--- config.mk ---
export PLATFORM = sky130hd
export DESIGN_NAME = router_rr_param
export DESIGN_NICKNAME = d
export VERILOG_FILES = /design/src/rtl/router_rr_param.sv
export SDC_FILE = /design/constraint.sdc
export NUM_CORES = 1
export LEC_CHECK = 0
export ABC_CLOCK_PERIOD_IN_PS = 16000
export CORE_MARGIN = 2
export CORE_UTILIZATION = 55
export DETAILED_ROUTE_END_ITERATION = 8
export PLACE_DENSITY = 0.74
export SYNTH_ARGS = -nofsm -noshare
export SYNTH_HDL_FRONTEND = slang
export SYNTH_SLANG_ARGS = --single-unit
--- constraint.sdc ---
create_clock -name clk -period 16 [get_ports clk]
set_input_delay 1.6 -clock clk [delete_from_list [all_inputs] [get_ports clk]]
set_output_delay 1.6 -clock clk [all_outputs]
set_load 0.02 [all_outputs]
--- src/rtl/router_rr_param.sv ---
// router_rr_param: 5-port XY mesh router for single-flit packets.
// Port order everywhere is [core, north, east, south, west].
// Each input has a FIFO followed by an XY route calculator.
// Each output has a round-robin allocator and a one-entry output register.
// Optional feature macro: ROUTER_PERF_CNT_EN adds saturating per-output
// delivered-flit counters on o_flit_cnt.
module router_rr_param #(
    parameter int unsigned X_LOC      = 0,
    parameter int unsigned Y_LOC      = 0,
    parameter int unsigned X_NODES    = 4,
    parameter int unsigned Y_NODES    = 4,
    parameter int unsigned COORD_W    = 4,
    parameter int unsigned DATA_W     = 32,
    parameter int unsigned FIFO_DEPTH = 4,
    parameter int unsigned CNT_W      = 16
) (
    input  logic                      clk,
    input  logic                      reset,
    input  logic [4:0][DATA_W-1:0]    i_data,
    input  logic [4:0]                i_data_val,
    output logic [4:0]                o_en,
    output logic [4:0][DATA_W-1:0]    o_data,
    output logic [4:0]                o_data_val,
    input  logic [4:0]                i_en,
    output logic                      o_route_err
`ifdef ROUTER_PERF_CNT_EN
    ,
    output logic [4:0][CNT_W-1:0]     o_flit_cnt
`endif
);

    localparam int unsigned NumPorts  = 5;
    localparam int unsigned PortCore  = 0;
    localparam int unsigned PortNorth = 1;
    localparam int unsigned PortEast  = 2;
    localparam int unsigned PortSouth = 3;
    localparam int unsigned PortWest  = 4;
    localparam int unsigned PtrW      = $clog2(FIFO_DEPTH);
    localparam int unsigned CntFifoW  = PtrW + 1;
    localparam logic [CntFifoW-1:0] FullCnt = CntFifoW'(FIFO_DEPTH);

    // Input FIFO state
    logic [FIFO_DEPTH-1:0][DATA_W-1:0] mem_q [NumPorts];
    logic [FIFO_DEPTH-1:0][DATA_W-1:0] mem_d [NumPorts];
    logic [PtrW-1:0]                   wr_ptr_q [NumPorts];
    logic [PtrW-1:0]                   wr_ptr_d [NumPorts];
    logic [PtrW-1:0]                   rd_ptr_q [NumPorts];
    logic [PtrW-1:0]                   rd_ptr_d [NumPorts];
    logic [CntFifoW-1:0]               cnt_q [NumPorts];
    logic [CntFifoW-1:0]               cnt_d [NumPorts];
    logic [NumPorts-1:0]               en_q, en_d;
    logic [NumPorts-1:0]               push, pop;

    // Head of each FIFO and its routing request
    logic [DATA_W-1:0]                 head_data [NumPorts];
    logic [COORD_W-1:0]                x_dst [NumPorts];
    logic [COORD_W-1:0]                y_dst [NumPorts];
    logic [NumPorts-1:0]               head_val, head_bad;
    logic [NumPorts-1:0]               req [NumPorts];

    // Allocation
    logic [2:0]                        ptr_q [NumPorts];
    logic [2:0]                        ptr_d [NumPorts];
    logic [NumPorts-1:0]               gnt_any;
    logic [2:0]                        gnt_src [NumPorts];
    logic [2:0]                        cand;

    // Output registers and error flag
    logic [NumPorts-1:0][DATA_W-1:0]   out_data_q, out_data_d;
    logic [NumPorts-1:0]               out_val_q, out_val_d;
    logic                              err_q, err_d;

    // XY route on each valid FIFO head; out-of-range heads raise no request.
    always_comb begin
        head_val = '0;
        head_bad = '0;
        for (int k = 0; k < NumPorts; k++) begin
            head_data[k] = mem_q[k][rd_ptr_q[k]];
            x_dst[k]     = head_data[k][COORD_W-1:0];
            y_dst[k]     = head_data[k][2*COORD_W-1:COORD_W];
            head_val[k]  = (cnt_q[k] != '0);
            head_bad[k]  = head_val[k] &&
                           ((32'(x_dst[k]) >= X_NODES) || (32'(y_dst[k]) >= Y_NODES));
            req[k] = '0;
            if (head_val[k] && !head_bad[k]) begin
                if (32'(x_dst[k]) > X_LOC) begin
                    req[k][PortEast] = 1'b1;
                end else if (32'(x_dst[k]) < X_LOC) begin
                    req[k][PortWest] = 1'b1;
                end else if (32'(y_dst[k]) > Y_LOC) begin
                    req[k][PortSouth] = 1'b1;
                end else if (32'(y_dst[k]) < Y_LOC) begin
                    req[k][PortNorth] = 1'b1;
                end else begin
                    req[k][PortCore] = 1'b1;
                end
            end
        end
    end

    // Round-robin grant per output starting at ptr; bad heads are popped unrequested.
    always_comb begin
        ptr_d   = ptr_q;
        gnt_any = '0;
        gnt_src = '{default: '0};
        pop     = head_bad;
        cand    = '0;
        for (int j = 0; j < NumPorts; j++) begin
            if (!out_val_q[j] || i_en[j]) begin
                for (int unsigned off = 0; off < NumPorts; off++) begin
                    cand = 3'((32'(ptr_q[j]) + off) % NumPorts);
                    if (!gnt_any[j] && req[cand][j]) begin
                        gnt_any[j] = 1'b1;
                        gnt_src[j] = cand;
                    end
                end
                if (gnt_any[j]) begin
                    pop[gnt_src[j]] = 1'b1;
                    ptr_d[j] = (gnt_src[j] == 3'(NumPorts - 1)) ? 3'd0 : gnt_src[j] + 3'd1;
                end
            end
        end
    end

    // FIFO write/read bookkeeping; o_en follows the post-update occupancy.
    always_comb begin
        mem_d    = mem_q;
        wr_ptr_d = wr_ptr_q;
        rd_ptr_d = rd_ptr_q;
        cnt_d    = cnt_q;
        push     = '0;
        en_d     = '0;
        for (int k = 0; k < NumPorts; k++) begin
            push[k] = i_data_val[k] && en_q[k];
            if (push[k]) begin
                mem_d[k][wr_ptr_q[k]] = i_data[k];
                wr_ptr_d[k] = wr_ptr_q[k] + 1'b1;
            end
            if (pop[k]) begin
                rd_ptr_d[k] = rd_ptr_q[k] + 1'b1;
            end
            if (push[k] && !pop[k]) begin
                cnt_d[k] = cnt_q[k] + 1'b1;
            end else if (!push[k] && pop[k]) begin
                cnt_d[k] = cnt_q[k] - 1'b1;
            end
            en_d[k] = (cnt_d[k] != FullCnt);
        end
    end

    // Output registers: load on grant, otherwise drain when accepted downstream.
    always_comb begin
        out_data_d = out_data_q;
        out_val_d  = out_val_q;
        err_d      = err_q | (|head_bad);
        for (int j = 0; j < NumPorts; j++) begin
            if (gnt_any[j]) begin
                out_data_d[j] = head_data[gnt_src[j]];
                out_val_d[j]  = 1'b1;
            end else if (out_val_q[j] && i_en[j]) begin
                out_val_d[j]  = 1'b0;
            end
        end
    end

    // FIFO storage carries no reset; occupancy counters define validity.
    always_ff @(posedge clk) begin
        mem_q <= mem_d;
    end

    // Control state with synchronous reset.
    always_ff @(posedge clk) begin
        if (reset) begin
            wr_ptr_q   <= '{default: '0};
            rd_ptr_q   <= '{default: '0};
            cnt_q      <= '{default: '0};
            en_q       <= '1;
            ptr_q      <= '{default: '0};
            out_data_q <= '0;
            out_val_q  <= '0;
            err_q      <= 1'b0;
        end else begin
            wr_ptr_q   <= wr_ptr_d;
            rd_ptr_q   <= rd_ptr_d;
            cnt_q      <= cnt_d;
            en_q       <= en_d;
            ptr_q      <= ptr_d;
            out_data_q <= out_data_d;
            out_val_q  <= out_val_d;
            err_q      <= err_d;
        end
    end

    assign o_en        = en_q;
    assign o_data      = out_data_q;
    assign o_data_val  = out_val_q;
    assign o_route_err = err_q;

`ifdef ROUTER_PERF_CNT_EN
    logic [NumPorts-1:0][CNT_W-1:0] flit_cnt_q, flit_cnt_d;

    // Count deliveries per output, saturating instead of wrapping.
    always_comb begin
        flit_cnt_d = flit_cnt_q;
        for (int j = 0; j < NumPorts; j++) begin
            if (out_val_q[j] && i_en[j] && (flit_cnt_q[j] != {CNT_W{1'b1}})) begin
                flit_cnt_d[j] = flit_cnt_q[j] + 1'b1;
            end
        end
    end

    // Counter register.
    always_ff @(posedge clk) begin
        if (reset) begin
            flit_cnt_q <= '0;
        end else begin
            flit_cnt_q <= flit_cnt_d;
        end
    end

    assign o_flit_cnt = flit_cnt_q;
`else
    logic unused_cnt_w;
    assign unused_cnt_w = (CNT_W != 0);
`endif

endmodule
==> reports/qor.log, run 1 <==
qor: outcome.run_status complete, no violations
qor: power_and_ir_drop.power-per-cell-area 201 nW/um2
qor: worst_setup_path.startpoint_type flop
qor: sta.layout_setup_ws 8.29 ns
qor: placed_design.port_buffers 274
qor: power_and_ir_drop.vdd_drop_max 0.169 mV
qor: clock_network.cts_hold_buffers 0
qor: clock_network.post-cts-setup-buffers 0
qor: grt.antenna_found_initial 8
qor: finish.fin_cells 3974
qor: sta.timing.final.crit_share 48.2%
qor: worst_setup_path.cp_data_arrival_time 8.19 ns
qor: power_and_ir_drop.power.internal 5.20 mW
qor: sta.slew_headroom 13.0%
qor: placed_design.placement.setup.worst_slack 8.39 ns
qor: worst_setup_path.worst_setup_path_end_kind flop
qor: finish.layout.nets 3303
qor: yosys.top_cells_by_instance_count_after_synthesis 640 x sky130_fd_sc_hd__edfxtp_1, 196 x sky130_fd_sc_hd__nor2_1, 149 x sky130_fd_sc_hd__dfxtp_1, 129 x sky130_fd_sc_hd__mux2i_1, 128 x sky130_fd_sc_hd__mux4_2
qor: grt.grt_max_degree 79
qor: routing.first_pass_iters 6
qor: sta.setup-tns-final 0 ns
qor: clock_network.cts.path.max_buffers 3
qor: finish.final_area 43600 um2
qor: finish.final_util 64.9%
qor: yosys.synth_top_cells_by_area sky130_fd_sc_hd__edfxtp_1 51%, sky130_fd_sc_hd__dfxtp_1 8.0%, sky130_fd_sc_hd__mux4_2 7.7%
qor: worst_hold_path.whs_path_depth 1
qor: routing.wl_met1 39400 um
qor: sta.final_max_slew_viol_count 0
qor: routing.route.detailed.drc 0
qor: clock_network.tritoncts_num_sinks 789
qor: worst_setup_path.path_type_of_the_worst_setup_path flop to flop
qor: die.design.core.area 67200 um2
qor: die.dieHeight 265 um
qor: grt.grt_pass1_vias 24800
qor: worst_setup_path.cp_data_required_time 16.48 ns
qor: grt.total_overflow_reported_by_the_global_router 0
qor: routing.detail_route.wl_per_cell 26.8 um
qor: yosys.synth-edff-count 640
qor: routing.dr.first_iter.drc_count 3031
qor: clock_network.clk_latency 0.65 ns
qor: routing.viasPerCell 6.41
qor: routing.dr.max_layer_used met5
qor: grt.gr_util_all_layers 30.1%
qor: sta.period_needed 7.71 ns
qor: yosys.synth_top_area_share 51.4%
qor: worst_hold_path.hold_path.class flop to flop
qor: worst_setup_path.regToRegStartpoint ptr_q[3]
qor: yosys.avgSynthCellArea 13.5 um2
qor: yosys.synth-seq-area-share 59.4%
qor: yosys.synth_seq_cells 789
qor: power_and_ir_drop.clock_power_share 22.5%
qor: yosys.synth.cell_area 37400 um2
qor: routing.routed-via-count 25500
qor: worst_setup_path.worstPathMaxFanout 51
qor: placed_design.detailed_place.area 40700 um2
qor: placed_design.dp_cells 3814
qor: yosys.synthDominantAreaCellType sky130_fd_sc_hd__edfxtp_1
qor: sta.final_hold_violating_endpoints 0
qor: power_and_ir_drop.power 8.76 mW
qor: placed_design.finalWeightedCongestion 0.924
qor: die.placementRows 95
qor: sta.clock.fmax 130 MHz
qor: worst_setup_path.r2r.worst_path.cells 26
qor: placed_design.dp_hpwl 73400 um
qor: die.boundaryPins 343
qor: power_and_ir_drop.power.share.switching 40.6%
qor: clock_network.tritoncts_clock_tree done
qor: die.initial_utilization 55.6%
qor: finish.areaGrowthSynthToFinish 16.6%
qor: routing.final_antenna_net_count 0
qor: yosys.synth.most_common_cell sky130_fd_sc_hd__edfxtp_1
qor: sta.setup_violations 0
qor: sta.timing.clock.skew 0.0512 ns
qor: run.maxcap_violations 0
qor: die.design.die.area 70000 um2
qor: yosys.synthesis.instances 2768
qor: clock_network.clock_tree.root_cell sky130_fd_sc_hd__clkbuf_16
qor: worst_setup_path.regToRegSetupSlack 8.29 ns
qor: yosys.synth.distinct_cells 108
qor: sta.fin_hold_ws 0.480 ns
qor: clock_network.ctsResizeCount 0
qor: finish.post_route_cells_drive_above_1_share 13.1%
qor: clock_network.ctsHtreeMaxLevel 3
qor: power_and_ir_drop.leakagePower 14.9 nW
qor: worst_hold_path.hold_startpoint o_data[102]
qor: worst_setup_path.r2r_end o_en[3]
qor: power_and_ir_drop.p_switching 3.56 mW
qor: yosys.ys_async_sr_fraction 0%
qor: sta.worstMarginPinSlew 1.30 ns
qor: grt.wire_length_of_the_first_global_routing_pass 158000 um
qor: clock_network.cts_buffers 82
qor: worst_hold_path.hold-path-endpoint o_data[102]
qor: power_and_ir_drop.share_seq_of_total_power 31.7%
qor: routing.detailroute.wirelength.met3 7820 um
qor: power_and_ir_drop.comb_power_share 45.8%
qor: routing.wl_met2 52400 um
qor: clock_network.clock_slew_at_reported_path_ffs 0.05 ns
qor: yosys.total_of_warnings_raised_by_yosys 0
qor: die.die_w 265 um
qor: yosys.synth-main-ff-cell sky130_fd_sc_hd__edfxtp_1
qor: sta.grt_setup_unrepaired no
qor: routing.finalWirelength 106000 um
==> power by group through the flow <==
stage / registers, mW / logic, mW / clock network [mW]
2_1_floorplan: 2.83 / 2.58 / 0
3_3_place_gp: 2.79 / 3.81 / 0
3_5_place_dp: 2.80 / 3.93 / 0
4_1_cts: 2.77 / 3.95 / 1.99
5_1_grt: 2.80 / 4.28 / 2.07
6_report: 2.77 / 4.02 / 1.97
==> metal layers <==
metal  global-route usage [%]  up-vias
li1                         -    11200
met1                     37.7    12700
met2                     50.2     1289
met3                     5.13      300
met4                     16.5        6
met5                        0        -
==> critical path, stage by stage, from the launching register on <==
cell and delay (ns):
sky130_fd_sc_hd__dfxtp_1 0.74, sky130_fd_sc_hd__clkinv_1 0.50, sky130_fd_sc_hd__ha_1 0.42, sky130_fd_sc_hd__inv_1 0.08, sky130_fd_sc_hd__ha_1 0.28, sky130_fd_sc_hd__inv_1 0.13
sky130_fd_sc_hd__ha_1 0.23, sky130_fd_sc_hd__nor3_1 0.21, sky130_fd_sc_hd__nor2_1 0.10, sky130_fd_sc_hd__xnor2_1 0.20, sky130_fd_sc_hd__ha_1 0.22, sky130_fd_sc_hd__nand2b_1 0.09
sky130_fd_sc_hd__nand3_1 0.11, sky130_fd_sc_hd__o211a_1 0.21, sky130_fd_sc_hd__mux2i_1 0.39, sky130_fd_sc_hd__mux2i_1 0.29, sky130_fd_sc_hd__o22ai_1 0.14, sky130_fd_sc_hd__or3_1 0.46
sky130_fd_sc_hd__o21ai_2 0.34, sky130_fd_sc_hd__buf_4 0.46, sky130_fd_sc_hd__nor2_4 0.03, sky130_fd_sc_hd__buf_4 0.31, sky130_fd_sc_hd__a32o_1 0.31, sky130_fd_sc_hd__or3b_1 0.58
sky130_fd_sc_hd__mux2i_1 0.27, sky130_fd_sc_hd__xnor2_1 0.11, sky130_fd_sc_hd__or3_1 0.35
==> cell families (layout without fill, tap and decap cells) <==
kind of cell             count (synthesis)  after routing  synth area share (%)
flip-flops                             789            789                  59.4
AND/OR/NAND/NOR                        653            653                  8.95
AO/OA/AOI/OAI                          576            576                  10.7
buffers and inverters                  309            571                  4.03
multiplexers                           283            283                  12.0
adder cells (fa/ha/maj)                110            110                  3.68
XOR/XNOR                                47             47                  1.19
other                                    1             72                0.0100
==> sequential cells by signal, indices dropped and copies added (netlist names) <==
signal,cells
rd_ptr_q,10
wr_ptr_q,10
o_en,5
o_data_val,3
o_route_err,1
ptr_q,9
mem_q,640
o_data,96
cnt_q,15
==> worst max path at each step <==
stage / start / endpoint / slack, ns / cells past startpoint
3_3_place_gp: ptr_q[3] / o_en[3] / 8.71 / 26
6_report: ptr_q[3] / o_en[3] / 8.29 / 26
4_1_cts: ptr_q[3] / o_en[3] / 8.39 / 26
5_1_grt: ptr_q[3] / o_en[3] / 7.78 / 26
2_1_floorplan: ptr_q[6] / o_en[0] / 10.19 / 26
3_5_place_dp: ptr_q[3] / o_en[3] / 8.39 / 26
==> layout by cell type (no fill, tap or decap), types with 23 or more instances in the layout <==
master	instances
sky130_fd_sc_hd__ha_1	105
sky130_fd_sc_hd__inv_1	90
sky130_fd_sc_hd__a211oi_1	109
sky130_fd_sc_hd__nand2b_1	25
sky130_fd_sc_hd__mux4_2	128
sky130_fd_sc_hd__nand3_1	37
sky130_fd_sc_hd__mux2_2	24
sky130_fd_sc_hd__conb_1	66
sky130_fd_sc_hd__o22ai_1	36
sky130_fd_sc_hd__clkbuf_16	82
sky130_fd_sc_hd__o21ai_0	100
sky130_fd_sc_hd__a21oi_1	111
sky130_fd_sc_hd__o32ai_1	23
sky130_fd_sc_hd__buf_4	50
sky130_fd_sc_hd__mux2i_1	129
sky130_fd_sc_hd__nor2_1	191
sky130_fd_sc_hd__nor3_1	78
sky130_fd_sc_hd__edfxtp_1	640
sky130_fd_sc_hd__and3_1	46
sky130_fd_sc_hd__nand2_1	121
sky130_fd_sc_hd__xnor2_1	40
sky130_fd_sc_hd__dfxtp_1	143
sky130_fd_sc_hd__clkdlybuf4s50_1	273
==> layout make-up <==
class,instances,area [um2]
clock inverter,55,686
timing repair buffer,323,3110
antenna,6,15.0
fill,4728,23600
multi-input combinational,1735,14000
inverter,94,353
clock buffer,99,2140
sequential,789,22200
tap,873,1090
Note: power is estimated with default switching activity, not from simulation.
==> run 2: changes to the inputs <==
ABC_CLOCK_PERIOD_IN_PS = 7400   (was 16000)
clock period = 7.4 ns   (was 16 ns; I/O delays follow)
==> run 2 against run 1 <==
  * Cell count is 0.43% higher
  * Routed wire length is 1.5% lower
  * First-iteration DRC count fell by 15%
  * Largest cell class unchanged
  * Sequential share of layout area down 0.15 points
  * Worst hold slack better by 0.0036 ns
  * Largest power group unchanged
  * Register-to-register slack worse by 7.5 ns
  * Critical path type unchanged
==> reports/qor.log, run 2 (same netlist as run 1, synthesis figures left out) <==
qor: routing.detail_route.wl_per_cell 26.2 um
qor: sta.clock.fmax 152 MHz
qor: sta.setup_violations 0
qor: worst_setup_path.startpoint_type flop
qor: die.dieHeight 265 um
qor: finish.multi_input_comb_area 14000 um2
qor: routing.viasPerCell 6.31
qor: clock_network.ctsHtreeMaxLevel 3
qor: die.initial_utilization 55.6%
qor: grt.gr_util_all_layers 29.7%
qor: placed_design.dp_cells 3841
qor: worst_setup_path.setup_crit_start ptr_q[4]
qor: finish.max_ffs_per_register 640
qor: placed_design.dp_hpwl 74000 um
qor: worst_setup_path.cp_data_arrival_time 7.05 ns
qor: sta.period_needed 6.58 ns
qor: die.design.core.area 67200 um2
qor: sta.timing.clock.skew 0.0267 ns
qor: die.boundaryPins 343
qor: worst_setup_path.regToRegStartpoint ptr_q[4]
qor: finish.sequential_cell_area 22200 um2
qor: finish.layout.nets 3328
qor: placed_design.detailed_place.area 40900 um2
qor: sta.layout_setup_ws 0.820 ns
qor: finish.largest_register mem_q
qor: sta.final_max_slew_viol_count 0
qor: finish.final.fill_count 4765
qor: routing.final_antenna_net_count 0
qor: finish.final_cell_mix 640 x sky130_fd_sc_hd__edfxtp_1, 273 x sky130_fd_sc_hd__clkdlybuf4s50_1, 191 x sky130_fd_sc_hd__nor2_1
qor: placed_design.port_buffers 274
qor: finish.final_area 43700 um2
qor: sta.worstMarginPinSlew 1.16 ns
qor: routing.dr.first_iter.drc_count 2566
qor: clock_network.ctsResizeCount 0
qor: routing.first_pass_iters 5
qor: grt.grt_max_degree 88
qor: sta.timing.final.crit_share 88.9%
qor: worst_hold_path.hold_path.class flop to flop
qor: routing.route.detailed.drc 0
qor: power_and_ir_drop.power-per-cell-area 435 nW/um2
qor: finish.final_common_cell sky130_fd_sc_hd__edfxtp_1
qor: die.die_w 265 um
qor: worst_setup_path.worstPathMaxFanout 23
qor: clock_network.clock_tree.root_cell sky130_fd_sc_hd__clkbuf_16
qor: clock_network.cts_hold_buffers 0
qor: routing.finalWirelength 105000 um
qor: grt.wire_length_of_the_first_global_routing_pass 156000 um
qor: placed_design.placement.setup.worst_slack 0.907 ns
qor: power_and_ir_drop.leakagePower 15.0 nW
qor: finish.areaGrowthSynthToFinish 16.9%
qor: sta.slew_headroom 22.8%
qor: run.maxcap_violations 0
qor: grt.grt_pass1_vias 25000
qor: grt.total_overflow_reported_by_the_global_router 0
qor: grt.antenna_found_initial 8
qor: die.design.die.area 70000 um2
qor: clock_network.cts.path.max_buffers 3
qor: sta.final_hold_violating_endpoints 0
qor: worst_setup_path.worst_setup_path_end_kind flop
qor: worst_setup_path.path_type_of_the_worst_setup_path flop to flop
qor: sta.grt_setup_unrepaired no
qor: finish.post_route_cells_drive_above_1_share 13.7%
qor: routing.routed-via-count 25200
qor: clock_network.post-cts-setup-buffers 0
qor: worst_setup_path.cp_data_required_time 7.87 ns
qor: clock_network.clk_latency 0.64 ns
qor: worst_hold_path.hold_startpoint o_data[67]
qor: sta.setup-tns-final 0 ns
qor: clock_network.tritoncts_num_sinks 789
qor: outcome.run_status complete, no violations
qor: power_and_ir_drop.power 19.0 mW
qor: die.placementRows 95
qor: clock_network.tritoncts_clock_tree done
qor: placed_design.finalWeightedCongestion 0.935
qor: clock_network.clock_slew_at_reported_path_ffs 0.06 ns
qor: power_and_ir_drop.vdd_drop_max 0.257 mV
qor: finish.fin_cells 3991
qor: clock_network.cts_buffers 80
[run 2: changes by cell type in the layout (fill, tap and decap cells not counted), moves of 2 or more]
cell                         previous run  this run
sky130_fd_sc_hd__clkinv_16              3         0
sky130_fd_sc_hd__clkinvlp_4             5         7
sky130_fd_sc_hd__clkinv_2              20         7
sky130_fd_sc_hd__diode_2                6         1
sky130_fd_sc_hd__inv_6                  3         9
sky130_fd_sc_hd__clkinv_4               4         1
sky130_fd_sc_hd__buf_4                 50        76
sky130_fd_sc_hd__clkbuf_8               2        10
sky130_fd_sc_hd__bufinv_16             11         9
[run 2: area by class of cell]
| type | instances | share of cell area, % |
|---|---|---|
| Clock inverter | 42 | 1.19 |
| Tap cell | 873 | 2.50 |
| Timing Repair Buffer | 350 | 7.61 |
| Antenna cell | 1 | 0.00573 |
| Clock buffer | 107 | 5.09 |
| Inverter | 94 | 0.808 |
| Multi-Input combinational cell | 1735 | 31.9 |
| Sequential cell | 789 | 50.8 |
[run 2: worst max-delay path, cell delays in order, from the launching register on]
cell	delay, ns
sky130_fd_sc_hd__dfxtp_1	0.43
sky130_fd_sc_hd__inv_1	0.35
sky130_fd_sc_hd__ha_1	0.34
sky130_fd_sc_hd__inv_1	0.07
sky130_fd_sc_hd__ha_1	0.43
sky130_fd_sc_hd__inv_1	0.12
sky130_fd_sc_hd__ha_1	0.23
sky130_fd_sc_hd__nor3_1	0.20
sky130_fd_sc_hd__nor2_1	0.09
sky130_fd_sc_hd__xnor2_1	0.24
sky130_fd_sc_hd__ha_1	0.24
sky130_fd_sc_hd__nand2b_1	0.09
sky130_fd_sc_hd__nand3_1	0.09
sky130_fd_sc_hd__o211a_1	0.19
sky130_fd_sc_hd__mux2i_1	0.42
sky130_fd_sc_hd__mux2_2	0.40
sky130_fd_sc_hd__o22ai_1	0.18
sky130_fd_sc_hd__or3_1	0.23
sky130_fd_sc_hd__o211ai_1	0.13
sky130_fd_sc_hd__a31oi_2	0.41
sky130_fd_sc_hd__and2_2	0.36
sky130_fd_sc_hd__buf_4	0.37
sky130_fd_sc_hd__mux2i_1	0.25
sky130_fd_sc_hd__a211oi_1	0.10
sky130_fd_sc_hd__a211oi_1	0.34
sky130_fd_sc_hd__nor3_1	0.09
[run 2: per-stage QoR]
stage,util [%],hold WS (ns)
after floorplan,-,0.469
after global placement,60.9,0.466
after detailed placement,60.9,0.472
after CTS,65.0,0.483
after global routing,65.0,0.491
final,65.0,0.484
[run 2: per-layer routing]
metal,up-vias,global-route usage [%],wire (um)
met2,1175,49.7,51800
met1,12500,37.7,40100
met3,220,4.71,7370
met4,12,15.1,5370
li1,11200,-,-
met5,-,0,87
[run 2: report_power, final]
group / leakage, nW / internal, mW / switching (mW)
clock network: 1.32 / 2.46 / 1.74
logic: 6.55 / 3.32 / 5.42
registers: 7.10 / 5.56 / 0.494
total: 15.0 / 11.3 / 7.66
[run 2: path summary, 6_finish.rpt]
kind | slack, ns | end | cells after the start
setup reg to reg | 0.82 | o_data[108] | 25
hold / removal | 0.48 | o_data[67] | 1
setup / recovery | 0.82 | o_data[108] | 25
hold reg to reg | 0.48 | o_data[67] | 1
